--- config.mk ---
export PLATFORM = sky130hd
export DESIGN_NAME = bp_update_sched
export DESIGN_NICKNAME = d
export VERILOG_FILES = /design/src/rtl/riscv_defines.sv /design/src/rtl/bp_upd_fifo.sv /design/src/rtl/bp_update_sched.sv
export SDC_FILE = /design/constraint.sdc
export NUM_CORES = 1
export LEC_CHECK = 0
export CAP_MARGIN = 20
export CORE_ASPECT_RATIO = 2
export CORE_MARGIN = 5
export CORE_UTILIZATION = 54
export DETAILED_ROUTE_END_ITERATION = 10
export GPL_TIMING_DRIVEN = 0
export PLACE_DENSITY = 0.79
export RECOVER_POWER = 100
export SKIP_CTS_REPAIR_TIMING = 1
export SYNTH_ARGS = -nofsm -noshare
export SYNTH_HDL_FRONTEND = slang
export SYNTH_SLANG_ARGS = --single-unit
--- constraint.sdc ---
create_clock -name clk -period 4.5 [get_ports clk]
set_clock_uncertainty 0.2 [all_clocks]
set_input_delay 0.9 -clock clk [delete_from_list [all_inputs] [get_ports clk]]
set_output_delay 0.9 -clock clk [all_outputs]
set_load 0.1 [all_outputs]
--- src/rtl/riscv_defines.sv ---
// rtl/riscv_defines.sv - shared control-flow types and the predictor update payload
//
// Contents:
//   cflow_mode_t   control-flow class of a resolved instruction (CFLOW_NONE = not a cflow op)
//   cflow_hint_t   call/return hint used by the return-address logic
//   bp_upd_t       one predictor update: pc, mode, hint, taken, target
//   sched_state_t  update scheduler state (ST_CLEAR sweeping, ST_RUN normal)
//   sat_inc16      16-bit saturating increment
package riscv_defines;

   typedef enum logic [1:0] {
      CFLOW_NONE   = 2'd0,
      CFLOW_BRANCH = 2'd1,
      CFLOW_JAL    = 2'd2,
      CFLOW_JALR   = 2'd3
   } cflow_mode_t;

   typedef enum logic [1:0] {
      HINT_NONE  = 2'd0,
      HINT_CALL  = 2'd1,
      HINT_RET   = 2'd2,
      HINT_CORET = 2'd3
   } cflow_hint_t;

   typedef struct packed {
      logic [31:0] pc;
      cflow_mode_t mode;
      cflow_hint_t hint;
      logic        taken;
      logic [31:0] target;
   } bp_upd_t;

   typedef enum logic {
      ST_CLEAR = 1'b0,
      ST_RUN   = 1'b1
   } sched_state_t;

   function automatic logic [15:0] sat_inc16(input logic [15:0] v);
      return (v == 16'hFFFF) ? v : v + 16'd1;
   endfunction

endpackage

--- src/rtl/bp_upd_fifo.sv ---
// rtl/bp_upd_fifo.sv - synchronous FIFO of predictor updates (bp_upd_t)
//
// Parameters:
//   DEPTH      number of entries, power of two, >= 2
// Ports:
//   clk        clock
//   rst        asynchronous active-high reset, empties the FIFO
//   clr        synchronous clear, empties the FIFO on the next edge (wins over push/pop)
//   push       write push_data; ignored when full unless pop is also high
//   push_data  entry to write
//   pop        retire the head entry; ignored when empty
//   head       current head entry (stale contents when empty)
//   empty      no entries held
//   full       DEPTH entries held
module bp_upd_fifo
   import riscv_defines::*;
#(
   parameter int DEPTH = 4
)(
   input  logic    clk,
   input  logic    rst,
   input  logic    clr,
   input  logic    push,
   input  bp_upd_t push_data,
   input  logic    pop,
   output bp_upd_t head,
   output logic    empty,
   output logic    full
);

   localparam int AW = $clog2(DEPTH);
   localparam logic [AW:0] PTR_ONE = (AW+1)'(1);

   // Pointers carry one extra wrap bit so full and empty are distinguishable.
   logic [AW:0] wr_ptr_q, wr_ptr_d;
   logic [AW:0] rd_ptr_q, rd_ptr_d;
   logic        do_push, do_pop;
   bp_upd_t     mem_q [DEPTH];

   assign empty = (wr_ptr_q == rd_ptr_q);
   assign full  = (wr_ptr_q[AW] != rd_ptr_q[AW]) && (wr_ptr_q[AW-1:0] == rd_ptr_q[AW-1:0]);
   assign head  = mem_q[rd_ptr_q[AW-1:0]];

   // A push into a full FIFO is fine when the head leaves in the same cycle:
   // the freed slot is exactly the one being written.
   assign do_pop  = pop && !empty;
   assign do_push = push && (!full || do_pop);

   always_comb begin
      wr_ptr_d = wr_ptr_q;
      rd_ptr_d = rd_ptr_q;
      if (clr) begin
         wr_ptr_d = '0;
         rd_ptr_d = '0;
      end else begin
         if (do_pop)  rd_ptr_d = rd_ptr_q + PTR_ONE;
         if (do_push) wr_ptr_d = wr_ptr_q + PTR_ONE;
      end
   end

   always_ff @(posedge clk or posedge rst) begin
      if (rst) begin
         wr_ptr_q <= '0;
         rd_ptr_q <= '0;
      end else begin
         wr_ptr_q <= wr_ptr_d;
         rd_ptr_q <= rd_ptr_d;
      end
   end

   // Storage is not reset; the empty flag masks stale entries.
   always_ff @(posedge clk) begin
      if (do_push && !clr) mem_q[wr_ptr_q[AW-1:0]] <= push_data;
   end

endmodule

--- src/rtl/bp_update_sched.sv ---
// rtl/bp_update_sched.sv - branch predictor table update scheduler with clear sweep
//
// Optional feature: BP_UPD_BYPASS_EN - when defined, an update arriving in RUN
// with the FIFO empty drives the table write combinationally in the same cycle
// and is only queued if the table does not grant it.
//
// Parameters:
//   DEPTH       update FIFO depth (power of two, >= 2)
//   IDX_W       predictor table index width (2^IDX_W entries)
// Ports:
//   clk         clock
//   start       asynchronous active-high reset
//   flush_req   pulse: empty the FIFO and restart the clear sweep
//   upd_*       resolved control-flow update from execute
//   tbl_we      table write valid
//   tbl_clr     write is an invalidate (clear sweep)
//   tbl_idx     table index of the write
//   tbl_pc, tbl_mode, tbl_hint, tbl_taken, tbl_target   write payload
//   tbl_gnt     table accepts the write this cycle
//   pred_en     predictions usable (tables fully cleared)
//   drop_cnt    saturating count of updates lost to FIFO overflow
module bp_update_sched
   import riscv_defines::*;
#(
   parameter int DEPTH = 4,
   parameter int IDX_W = 6
)(
   input  logic             clk,
   input  logic             start,
   input  logic             flush_req,
   input  logic             upd_valid,
   input  logic [31:0]      upd_pc,
   input  cflow_mode_t      upd_mode,
   input  cflow_hint_t      upd_hint,
   input  logic             upd_taken,
   input  logic [31:0]      upd_target,
   output logic             tbl_we,
   output logic             tbl_clr,
   output logic [IDX_W-1:0] tbl_idx,
   output logic [31:0]      tbl_pc,
   output cflow_mode_t      tbl_mode,
   output cflow_hint_t      tbl_hint,
   output logic             tbl_taken,
   output logic [31:0]      tbl_target,
   input  logic             tbl_gnt,
   output logic             pred_en,
   output logic [15:0]      drop_cnt
);

   localparam logic [IDX_W-1:0] LAST_IDX = '1;
   localparam logic [IDX_W-1:0] IDX_ONE  = IDX_W'(1);

   sched_state_t     state_q, state_d;
   logic [IDX_W-1:0] sweep_q, sweep_d;
   logic [15:0]      drop_q, drop_d;
   // Low while start is held and until the first edge after release, so the
   // outputs are quiet during reset and the sweep starts on that edge.
   logic             active_q, active_d;

   logic    enq_req;
   logic    fifo_push, fifo_pop, fifo_empty, fifo_full;
   bp_upd_t upd_in, fifo_head, wr_upd;

   assign upd_in = '{pc: upd_pc, mode: upd_mode, hint: upd_hint,
                     taken: upd_taken, target: upd_target};

   // Flush wins over a same-cycle update, which is discarded uncounted.
   assign enq_req = upd_valid && (upd_mode != CFLOW_NONE) && (state_q == ST_RUN) && !flush_req;

   assign pred_en  = (state_q == ST_RUN);
   assign drop_cnt = drop_q;

   bp_upd_fifo #(
      .DEPTH (DEPTH)
   ) u_fifo (
      .clk       (clk),
      .rst       (start),
      .clr       (flush_req),
      .push      (fifo_push),
      .push_data (upd_in),
      .pop       (fifo_pop),
      .head      (fifo_head),
      .empty     (fifo_empty),
      .full      (fifo_full)
   );

   always_comb begin
      state_d   = state_q;
      sweep_d   = sweep_q;
      drop_d    = drop_q;
      active_d  = 1'b1;
      fifo_push = 1'b0;
      fifo_pop  = 1'b0;
      wr_upd    = '0;
      tbl_we    = 1'b0;
      tbl_clr   = 1'b0;
      tbl_idx   = '0;

      case (state_q)
         ST_CLEAR: begin
            if (active_q) begin
               tbl_we  = 1'b1;
               tbl_clr = 1'b1;
               tbl_idx = sweep_q;
               if (tbl_gnt) begin
                  if (sweep_q == LAST_IDX) begin
                     state_d = ST_RUN;
                     sweep_d = '0;
                  end else begin
                     sweep_d = sweep_q + IDX_ONE;
                  end
               end
            end
         end
         ST_RUN: begin
            fifo_push = enq_req;
            if (!fifo_empty) begin
               tbl_we   = 1'b1;
               wr_upd   = fifo_head;
               fifo_pop = tbl_gnt;
            end
`ifdef BP_UPD_BYPASS_EN
            else if (enq_req) begin
               tbl_we    = 1'b1;
               wr_upd    = upd_in;
               fifo_push = !tbl_gnt;
            end
`endif
            if (enq_req && fifo_full && !fifo_pop) begin
               fifo_push = 1'b0;
               drop_d    = sat_inc16(drop_q);
            end
            if (tbl_we) tbl_idx = wr_upd.pc[IDX_W+1:2];
         end
         default: state_d = ST_CLEAR;
      endcase

      if (flush_req) begin
         state_d = ST_CLEAR;
         sweep_d = '0;
      end
   end

   assign tbl_pc     = wr_upd.pc;
   assign tbl_mode   = wr_upd.mode;
   assign tbl_hint   = wr_upd.hint;
   assign tbl_taken  = wr_upd.taken;
   assign tbl_target = wr_upd.target;

   always_ff @(posedge clk or posedge start) begin
      if (start) begin
         state_q  <= ST_CLEAR;
         sweep_q  <= '0;
         drop_q   <= '0;
         active_q <= 1'b0;
      end else begin
         state_q  <= state_d;
         sweep_q  <= sweep_d;
         drop_q   <= drop_d;
         active_q <= active_d;
      end
   end

endmodule

# After elaboration in Yosys (flattened, before gate mapping)
# Memories as Yosys holds them, arrays and structs flattened.
# Index checks and enable logic that the tools add are counted.
dict set report word_totals {
  n_memories 1
  reg_bits 30
  ram_bits 276
}
dict set report classes {
  add_sub_neg 4
  mux 31
  n_reduce_logical 21
  n_eq_ne 6
  bitwise_logic 2
}
# name depth width rd rd_ports_with_merged_regs wr line_no
set mem_list {}
lappend mem_list {u_fifo.mem_q 4 69 1 0 1 bp_upd_fifo.sv:38} ;# bp_upd_t mem_q [DEPTH];
# operator count
set op_table {}
lappend op_table {{two-way mux 69 bit} 2}
lappend op_table {{two-way mux 6 bit} 7}
lappend op_table {{adder 16 x 1 -> 16 bit (second input constant)} 1}
lappend op_table {{equality test 16 bit (second input constant)} 1}
lappend op_table {{two-way mux 1 bit} 16}
lappend op_table {{two-way mux 3 bit} 4}
lappend op_table {{case mux 6 bit (2 select lines)} 1}
lappend op_table {{nonzero test 2 bit} 5}
lappend op_table {{logical AND 1 bit} 9}
lappend op_table {{adder 3 x 1 -> 3 bit (second input constant)} 2}
lappend op_table {{adder 6 x 1 -> 6 bit (second input constant)} 1}
lappend op_table {{equality test 6 bit (second input constant)} 1}
lappend op_table {{AND reduction 3 bit} 2}
lappend op_table {{logical NOT 1 bit} 4}
lappend op_table {{equality test 3 bit} 1}
lappend op_table {{equality test 2 bit} 1}
lappend op_table {{inequality test 2 bit (second input constant)} 1}
lappend op_table {{inverter 1 bit} 2}
lappend op_table {{case mux 1 bit (2 select lines)} 1}
lappend op_table {{logical OR 1 bit} 1}
lappend op_table {{inequality test 1 bit} 1}

# Longest topological paths before layout
# Gate-level depths: netlist (run 1).
dict set report logic_depth {
  word_depth 12
  mapped_depth 7
  depth_no_buf 6
}

# By module
# From an unflattened synthesis (run 1), not the netlist that was laid out.
dict set report unflattened {
  hier_cells 622
  area_unflattened_um2 12358.1
}
# module cells_per_inst area_each_um2 instances
set modules_own_cells {}
lappend modules_own_cells {bp_upd_fifo 417 10486.3 1}
lappend modules_own_cells {bp_update_sched 205 1871.8 1}

# Worst setup path after synthesis (run 1)
# OpenSTA, ideal clock, no wires.
dict set report synth_timing {
  path_kind {register to output}
  from {register state_q, in the netlist pred_en}
  to {output port tbl_idx[1]}
  n_path_buf 1
  t_arrival_ns 3.597
  stages_incl_launch_ff 5
  setup_slack_ns -0.197
  cell_sequence {dfrtp_1 > o31ai_2 > buf_2 > nor2b_1 > a21o_1}
}
dict set report synth_via {
  elab_chain_len 2
}
# item line_no
set synth_lines {}
lappend synth_lines {{start: declaration} bp_update_sched.sv:53} ;# sched_state_t state_q, state_d;
lappend synth_lines {{start signal: assignment} bp_update_sched.sv:157} ;# state_q <= state_d;
lappend synth_lines {{inverter 1 bit} --}
lappend synth_lines {{case mux 6 bit (2 select lines) (*)} bp_update_sched.sv:99} ;# case (state_q)
lappend synth_lines {{end: declaration} bp_update_sched.sv:39} ;# output logic [IDX_W-1:0] tbl_idx,
# Mark *: on every way between the ends. The rest lies on a longest branch, timed or not.

# Final worst setup path (run 1)
dict set report layout_timing {
  from {register u_fifo.rd_ptr_q[1]}
  to {output port tbl_pc[27]}
}
dict set report layout_via {
  elab_chain_len 3
  word_cells_on_any_way 4
  classes_between {eq/ne: 1; mux: 2; memory: 1}
}
# item line_no
set layout_lines {}
lappend layout_lines {{start: declaration} bp_upd_fifo.sv:36} ;# logic [AW:0] rd_ptr_q, rd_ptr_d;
lappend layout_lines {{start signal: assignment} bp_upd_fifo.sv:67} ;# rd_ptr_q <= rd_ptr_d;
lappend layout_lines {{memory read (4 x 69 bit) or equality test 3 bit (tied branches)} --}
lappend layout_lines {{two-way mux 69 bit (*)} bp_update_sched.sv:117} ;# if (!fifo_empty) begin
lappend layout_lines {{two-way mux 69 bit (*)} bp_update_sched.sv:99}
lappend layout_lines {{end: declaration} bp_update_sched.sv:40} ;# output logic [31:0] tbl_pc,
# Marked as above.

==> impl_metrics.py, run 1 <==
metrics = {
    "global_routing": {
        "met3_usage_pct": 2.76,
        "met2_usage_pct": 37.4,
        "top_usage_layer": "met2",
        "grt-ovfl-total": 0,
        "track_usage_pct": 20.1,
        "grt_pass1_vias": 7017,
        "grtUsageMet1_pct": 22.4,
        "grt_pass1_wl_um": 39000,
        "grt_max_degree": 40,
        "antenna_found_initial": 3,
    },
    "worst_hold_path": {
        "min_from": "drop_cnt[6]$_DFFE_PP0P_",
        "holdPathEnd": "drop_cnt[6]$_DFFE_PP0P_",
        "hold_path_class": "flip-flop to flip-flop",
        "holdPathStages": 1,
    },
    "floorplan": {
        "coreArea_um2": 22100,
        "chipHeight_um": 221,
        "initial_utilization_pct": 54.5,
        "die_x_um": 116,
        "num_rows": 77,
        "dieArea_um2": 25500,
        "ios": 168,
    },
    "detailed_routing": {
        "drtPass1Iterations": 5,
        "detail_route.wl_per_cell_um": 22.8,
        "ant_nets": 0,
        "drt-initial-drc-count": 423,
        "via_count": 6277,
        "route.detailed.drc": 0,
        "wl_um": 25100,
        "via_per_inst": 5.72,
    },
    "setup_path": {
        "cp_top_family": "buffers and inverters",
        "worstPathBufferInverterCount": 4,
        "slowest_delay_ps": 590,
        "path_class": "flip-flop to output port",
        "cp.required_ps": 3400,
        "slowest_stage": "clkbuf_1",
        "rr_startpoint": "u_fifo.rd_ptr_q[1]$_DFFE_PP0P_",
        "cp-end-kind": "output port",
        "r2r_slack_ps": 490,
        "path_cells": "buf_2, clkbuf_1, clkbuf_1, mux4_2, nor2b_1, clkbuf_2",
        "reg2reg_depth": 6,
        "arrival_ps": 3270,
        "worst_path_most_repeated_cell": "clkbuf_1",
        "cp_max_fo": 10,
        "crit_cells": 6,
        "critPathLaunchType": "flip-flop",
        "r2r_end": "u_fifo.mem_q[1][52]$_DFFE_PP_",
    },
    "run_status": {
        "violations": "capacitance limit, slew limit",
        "status": "complete, but fails checks",
    },
    "logic_synthesis": {
        "syn_area_per_cell_um2": 19.9,
        "synth_top_area_cell": "edfxtp_1",
        "synth_top_area_share_pct": 68.9,
        "synth.net_count": 685,
        "synth_commonest_cells": "276 x edfxtp_1, 70 x nor2b_1, 69 x mux4_2",
        "ys_seq_elements": 306,
        "netlist_instances": 604,
        "synth-main-ff-cell": "edfxtp_1",
        "netlist_top_cells_area": "edfxtp_1 69%, mux4_2 13%, dfrtp_1 6.2%, nor2b_1 3.6%, ha_1 0.73%",
        "yosys_warnings": 0,
        "async_flop_share_pct": 9.80,
        "synth-edff-count": 276,
        "yosysUniqueCellTypes": 40,
        "synth_most_common_cell": "edfxtp_1",
        "syn_area_um2": 12000,
        "synth-seq-area-share_pct": 75.2,
    },
    "final_layout": {
        "final_nets": 882,
        "seq_area_um2": 9040,
        "stdcell_count": 1098,
        "syn2layout_area_growth_pct": 23.2,
        "n_fill_cell": 1470,
        "drive_above_1_share_pct": 15.9,
        "multi_input_area_um2": 2820,
    },
    "place": {
        "place_congestion": 0.865,
        "place_inst": 1051,
        "post-place-ws_ps": -43.1,
        "dp_hpwl_um": 16700,
        "numPortBuffers": 166,
    },
    "sta": {
        "drv_slew": 62,
        "worst_pin_slew_ps": 1750,
        "relSlewSlack_pct": -16.6,
        "setup_viol": 0,
        "fmax_mhz": 229,
        "tns_ps": 0,
        "final-hold-violation-count": 0,
        "grt_setup_unrepaired": "no",
        "finalCriticalPeriod_ps": 4370,
        "finalWorstSetupSlack_ps": 133,
        "post-route-period-util_pct": 97.0,
    },
    "cts": {
        "clock_latency_ps": 520,
        "cts_max_level": 1,
        "clockBufferDepth": 3,
        "numCtsBuffers": 24,
        "cts.sinks": 306,
        "root_buffer": "clkbuf_16",
        "clk_pin_slew_ps": 70,
        "tritoncts": "done",
    },
    "pwr": {
        "power-per-cell-area_nw_per_um2": 353,
        "peakVddDrop_v": 0.000396,
        "leakagePower_nw": 5.76,
    },
    "run": {
        "maxCapViolCount": 2,
    },
}
==> cell type report <==
type | count | area share [%]
inverters | 5 | 0.127
repair buffers | 171 | 11.5
multi-input cells | 266 | 19.1
flip-flops and latches | 306 | 61.0
clock buffers | 40 | 4.94
diodes | 3 | 0.0507
plain buffers | 27 | 0.811
well taps | 276 | 2.33
clock inverters | 4 | 0.135
==> sequential cells by signal, indices dropped and copies added (netlist names) <==
| signal | flops |
|---|---|
| active_q | 1 |
| drop_cnt | 16 |
| pred_en | 1 |
| sweep_q | 6 |
| u_fifo.mem_q | 276 |
| u_fifo.rd_ptr_q | 3 |
| u_fifo.wr_ptr_q | 3 |
==> cell usage in the layout, fill, tap and decap left out, types with 15 or more instances in the layout <==
| master | synthesis | final |
|---|---|---|
| edfxtp_1 | 276 | 276 |
| dlygate4sd3_1 | 0 | 90 |
| nor2b_1 | 70 | 70 |
| mux4_2 | 69 | 69 |
| clkbuf_1 | 14 | 44 |
| dlymetal6s2s_1 | 0 | 32 |
| dfrtp_1 | 30 | 30 |
| clkbuf_16 | 0 | 25 |
| dlymetal6s4s_1 | 0 | 17 |
| nand2_1 | 15 | 15 |
| nor2_1 | 15 | 15 |
==> logic make-up (layout without fill, tap and decap cells) <==
family,after synthesis,in the layout,share of synthesized area (%)
flops,306,306,75.2
xor+xnor,18,18,1.31
fa+ha+maj,7,7,0.728
other cells,1,4,0.0312
mux,74,74,13.4
compound gates,22,22,1.26
simple gates,144,144,6.93
buf+inv,32,247,1.19
==> report_power, final <==
group	internal [W]	leakage (nW)	total (W)	switching (W)
clock network	0.00111	0.370	0.00202	0.000913
logic	0.0000471	2.51	0.000106	0.0000594
registers	0.00309	2.89	0.00310	0.00000161
==> per-layer routing <==
layer | routed length (µm) | vias to the layer above | part of all wire [%]
met5 | 0 | - | 0
met4 | 948 | 0 | 3.8
met3 | 1260 | 60 | 5.0
met2 | 14300 | 215 | 57
met1 | 8520 | 3209 | 34
li1 | - | 2793 | -
==> how the worst max path moves through the flow <==
stage / startpoint / to / slack (ps)
2_1_floorplan: pred_en$_DFF_PP0_ / tbl_idx[1] / -200
3_3_place_gp: upd_mode[1] / u_fifo.wr_ptr_q[2]$_DFFE_PP0P_ / -960
3_5_place_dp: u_fifo.rd_ptr_q[1]$_DFFE_PP0P_ / tbl_pc[27] / -40
4_1_cts: u_fifo.rd_ptr_q[1]$_DFFE_PP0P_ / tbl_pc[27] / -630
5_1_grt: u_fifo.rd_ptr_q[0]$_DFFE_PP0P_ / tbl_target[24] / 20
6_report: u_fifo.rd_ptr_q[1]$_DFFE_PP0P_ / tbl_pc[27] / 130
==> metrics by stage <==
step	util (%)	total power [W]	hold WS (ps)	cell area, µm²
floorplan	-	0.00318	269	12000
global placement	63.6	0.00327	281	14000
detailed placement	64.2	0.00328	293	14200
CTS	67.6	0.00528	306	14900
global route	67.1	0.00539	334	14800
finish	67.1	0.00523	305	14800
(Power assumes the default switching activity.)
==> run 2: changes to the inputs <==
--- a/config.mk
+++ b/config.mk
@@ -13,6 +13,7 @@
 export GPL_TIMING_DRIVEN = 0
 export PLACE_DENSITY = 0.79
 export RECOVER_POWER = 100
+export SETUP_SLACK_MARGIN = 0.02
 export SKIP_CTS_REPAIR_TIMING = 1
 export SYNTH_ARGS = -nofsm -noshare
 export SYNTH_HDL_FRONTEND = slang
==> results of run 2 <==
Final layout, timing and power as in run 1 (identical DEF).
==> run 3: changes to the inputs <==
--- a/config.mk
+++ b/config.mk
@@ -8,10 +8,10 @@
 export CAP_MARGIN = 20
 export CORE_ASPECT_RATIO = 2
 export CORE_MARGIN = 5
-export CORE_UTILIZATION = 54
+export CORE_UTILIZATION = 49
 export DETAILED_ROUTE_END_ITERATION = 10
 export GPL_TIMING_DRIVEN = 0
-export PLACE_DENSITY = 0.79
+export PLACE_DENSITY = 0.76
 export RECOVER_POWER = 100
 export SETUP_SLACK_MARGIN = 0.02
 export SKIP_CTS_REPAIR_TIMING = 1
==> constraint.sdc (replaced) <==
create_clock -name clk -period 3.6 [get_ports clk]
set_clock_uncertainty 0.2 [all_clocks]
set_input_delay 0.72 -clock clk [delete_from_list [all_inputs] [get_ports clk]]
set_output_delay 0.72 -clock clk [all_outputs]
set_load 0.1 [all_outputs]
==> run 3 against run 2 <==
Against the previous run:
- the flow now finishes without violations
- cell count grew 1.8%
- design area is 0.74% higher
- clock power rose by 34%
- global-route usage fell by 1.4 points
- die area increased by 9.5%
- largest power group unchanged
- highest routed layer unchanged
- critical path depth up 2
- routed wire length grew 1.9%
==> impl_metrics.py, run 3 (same netlist as run 1, synthesis figures left out) <==
metrics = {
    "pwr": {
        "peakVddDrop_v": 0.000551,
        "power-per-cell-area_nw_per_um2": 450,
        "leakagePower_nw": 5.12,
    },
    "cts": {
        "cts.sinks": 306,
        "clockBufferDepth": 3,
        "numCtsBuffers": 26,
        "tritoncts": "done",
        "root_buffer": "clkbuf_16",
        "clock_latency_ps": 530,
        "cts_max_level": 1,
        "clk_pin_slew_ps": 60,
    },
    "setup_path": {
        "cp-end-kind": "output port",
        "slowest_delay_ps": 380,
        "worst_path_most_repeated_cell": "clkbuf_4",
        "slowest_stage": "clkbuf_4",
        "path_cells": "clkbuf_4, xor2_4, o31ai_4, buf_4, buf_12, clkbuf_4, nor2b_1, clkbuf_4",
        "cp.required_ps": 2680,
        "path_class": "flip-flop to output port",
        "arrival_ps": 2570,
        "cp_max_fo": 10,
        "critPathLaunchType": "flip-flop",
    },
    "detailed_routing": {
        "via_per_inst": 5.61,
        "wl_um": 25500,
        "via_count": 6267,
        "ant_nets": 0,
        "drtPass1Iterations": 6,
        "drt-initial-drc-count": 474,
        "route.detailed.drc": 0,
        "detail_route.wl_per_cell_um": 22.8,
    },
    "global_routing": {
        "antenna_found_initial": 4,
        "grt_pass1_wl_um": 39600,
        "track_usage_pct": 18.7,
        "grt_pass1_vias": 7078,
        "grt_max_degree": 51,
        "grt-ovfl-total": 0,
    },
    "final_layout": {
        "fin_util_pct": 61.3,
        "syn2layout_area_growth_pct": 24.1,
        "n_fill_cell": 1793,
        "final_common_cell": "edfxtp_1",
        "design_area_um2": 14900,
        "final_nets": 888,
        "largest_reg_flops": 276,
        "mostFrequentLayoutCells": "276 x edfxtp_1, 88 x dlygate4sd3_1, 69 x mux4_2",
        "drive_above_1_share_pct": 30.9,
    },
    "sta": {
        "grt_setup_unrepaired": "no",
        "relSlewSlack_pct": 21.0,
        "setup_viol": 0,
        "final-hold-violation-count": 0,
        "fmax_mhz": 287,
        "holdWs_ps": 299,
        "post-route-period-util_pct": 96.9,
        "drv_slew": 0,
        "worst_pin_slew_ps": 1190,
        "finalCriticalPeriod_ps": 3490,
    },
    "run_status": {
        "status": "finished, final reports clean",
    },
    "floorplan": {
        "ios": 168,
        "initial_utilization_pct": 49.4,
        "coreArea_um2": 24300,
        "chipHeight_um": 232,
        "die_x_um": 121,
        "num_rows": 81,
        "dieArea_um2": 28000,
    },
    "worst_hold_path": {
        "hold_path_class": "flip-flop to flip-flop",
    },
    "place": {
        "placedInstanceArea_um2": 14400,
        "numPortBuffers": 166,
        "place_congestion": 0.815,
        "dp_hpwl_um": 17300,
    },
    "run": {
        "maxCapViolCount": 0,
    },
}
-- run 3: cell count changes in the layout (fill, tap and decap cells not counted), sizes merged --
cell	before	now
clkbuf	88	110
dlygate4sd3	90	88
clkinv	3	11
clkinvlp	0	1
buf	10	35
dlymetal6s2s	32	0
dlymetal6s4s	17	0
diode	3	2
bufinv	0	2
-- run 3: metrics by stage --
step / instances / setup TNS [ps] / worst slack [ps] / power (W)
2_1_floorplan: 604 / -130 / -10.9 / 0.00398
3_3_place_gp: 1060 / -419100 / -1660 / 0.00409
3_5_place_dp: 1065 / -51410 / -836 / 0.00410
4_1_cts: 1112 / -96090 / -1430 / 0.00680
5_1_grt: 1118 / 0 / 20.3 / 0.00693
6_report: 1118 / 0 / 112 / 0.00671
-- run 3: per-layer routing --
| metal | global-route usage, % | up-vias | wire, µm |
|---|---|---|---|
| li1 | - | 2809 | - |
| met1 | 19.9 | 3208 | 8700 |
| met2 | 36.3 | 200 | 14800 |
| met3 | 2.88 | 50 | 1190 |
| met4 | 7.16 | 0 | 836 |
| met5 | 0 | - | 0 |
-- run 3: final timing paths --
path,from,end,slack (ps),cells past startpoint
worst min register to register,drop_cnt[6]$_DFFE_PP0P_,drop_cnt[6]$_DFFE_PP0P_,300,1
worst min-delay path,drop_cnt[6]$_DFFE_PP0P_,drop_cnt[6]$_DFFE_PP0P_,300,1
worst max register to register,u_fifo.rd_ptr_q[1]$_DFFE_PP0P_,u_fifo.mem_q[3][18]$_DFFE_PP_,290,6
min in group asynchronous,start,sweep_q[2]$_DFFE_PP0P_,390,2
max in group asynchronous,start,drop_cnt[6]$_DFFE_PP0P_,1400,3
worst max-delay path,u_fifo.rd_ptr_q[1]$_DFFE_PP0P_,tbl_target[16],110,8
-- run 3: where the power goes --
part / leakage (nW) / total, W / internal [W] / switching [W]
clock network: 0.398 / 0.00271 / 0.00151 / 0.00120
registers: 2.88 / 0.00387 / 0.00387 / 0.00000187
logic: 1.84 / 0.000132 / 0.0000588 / 0.0000728
-- run 3: worst max-delay path, delay by kind of cell, from the launching register on --
family | cells | cell delay, ps
flip-flops | 1 | 350
AO/OA/AOI/OAI | 1 | 90
XOR/XNOR | 1 | 210
AND/OR/NAND/NOR | 1 | 230
buffers and inverters | 5 | 1130
-- run 3: layout make-up --
type | instances | area [µm²] | share of cell area (%)
flip-flops and latches | 306 | 9040 | 60.6
multi-input cells | 266 | 2950 | 19.8
repair buffers | 175 | 1520 | 10.2
clock buffers | 32 | 694 | 4.65
well taps | 290 | 363 | 2.43
plain buffers | 27 | 208 | 1.39
clock inverters | 15 | 123 | 0.822
inverters | 5 | 18.8 | 0.126
diodes | 2 | 5.00 | 0.0335
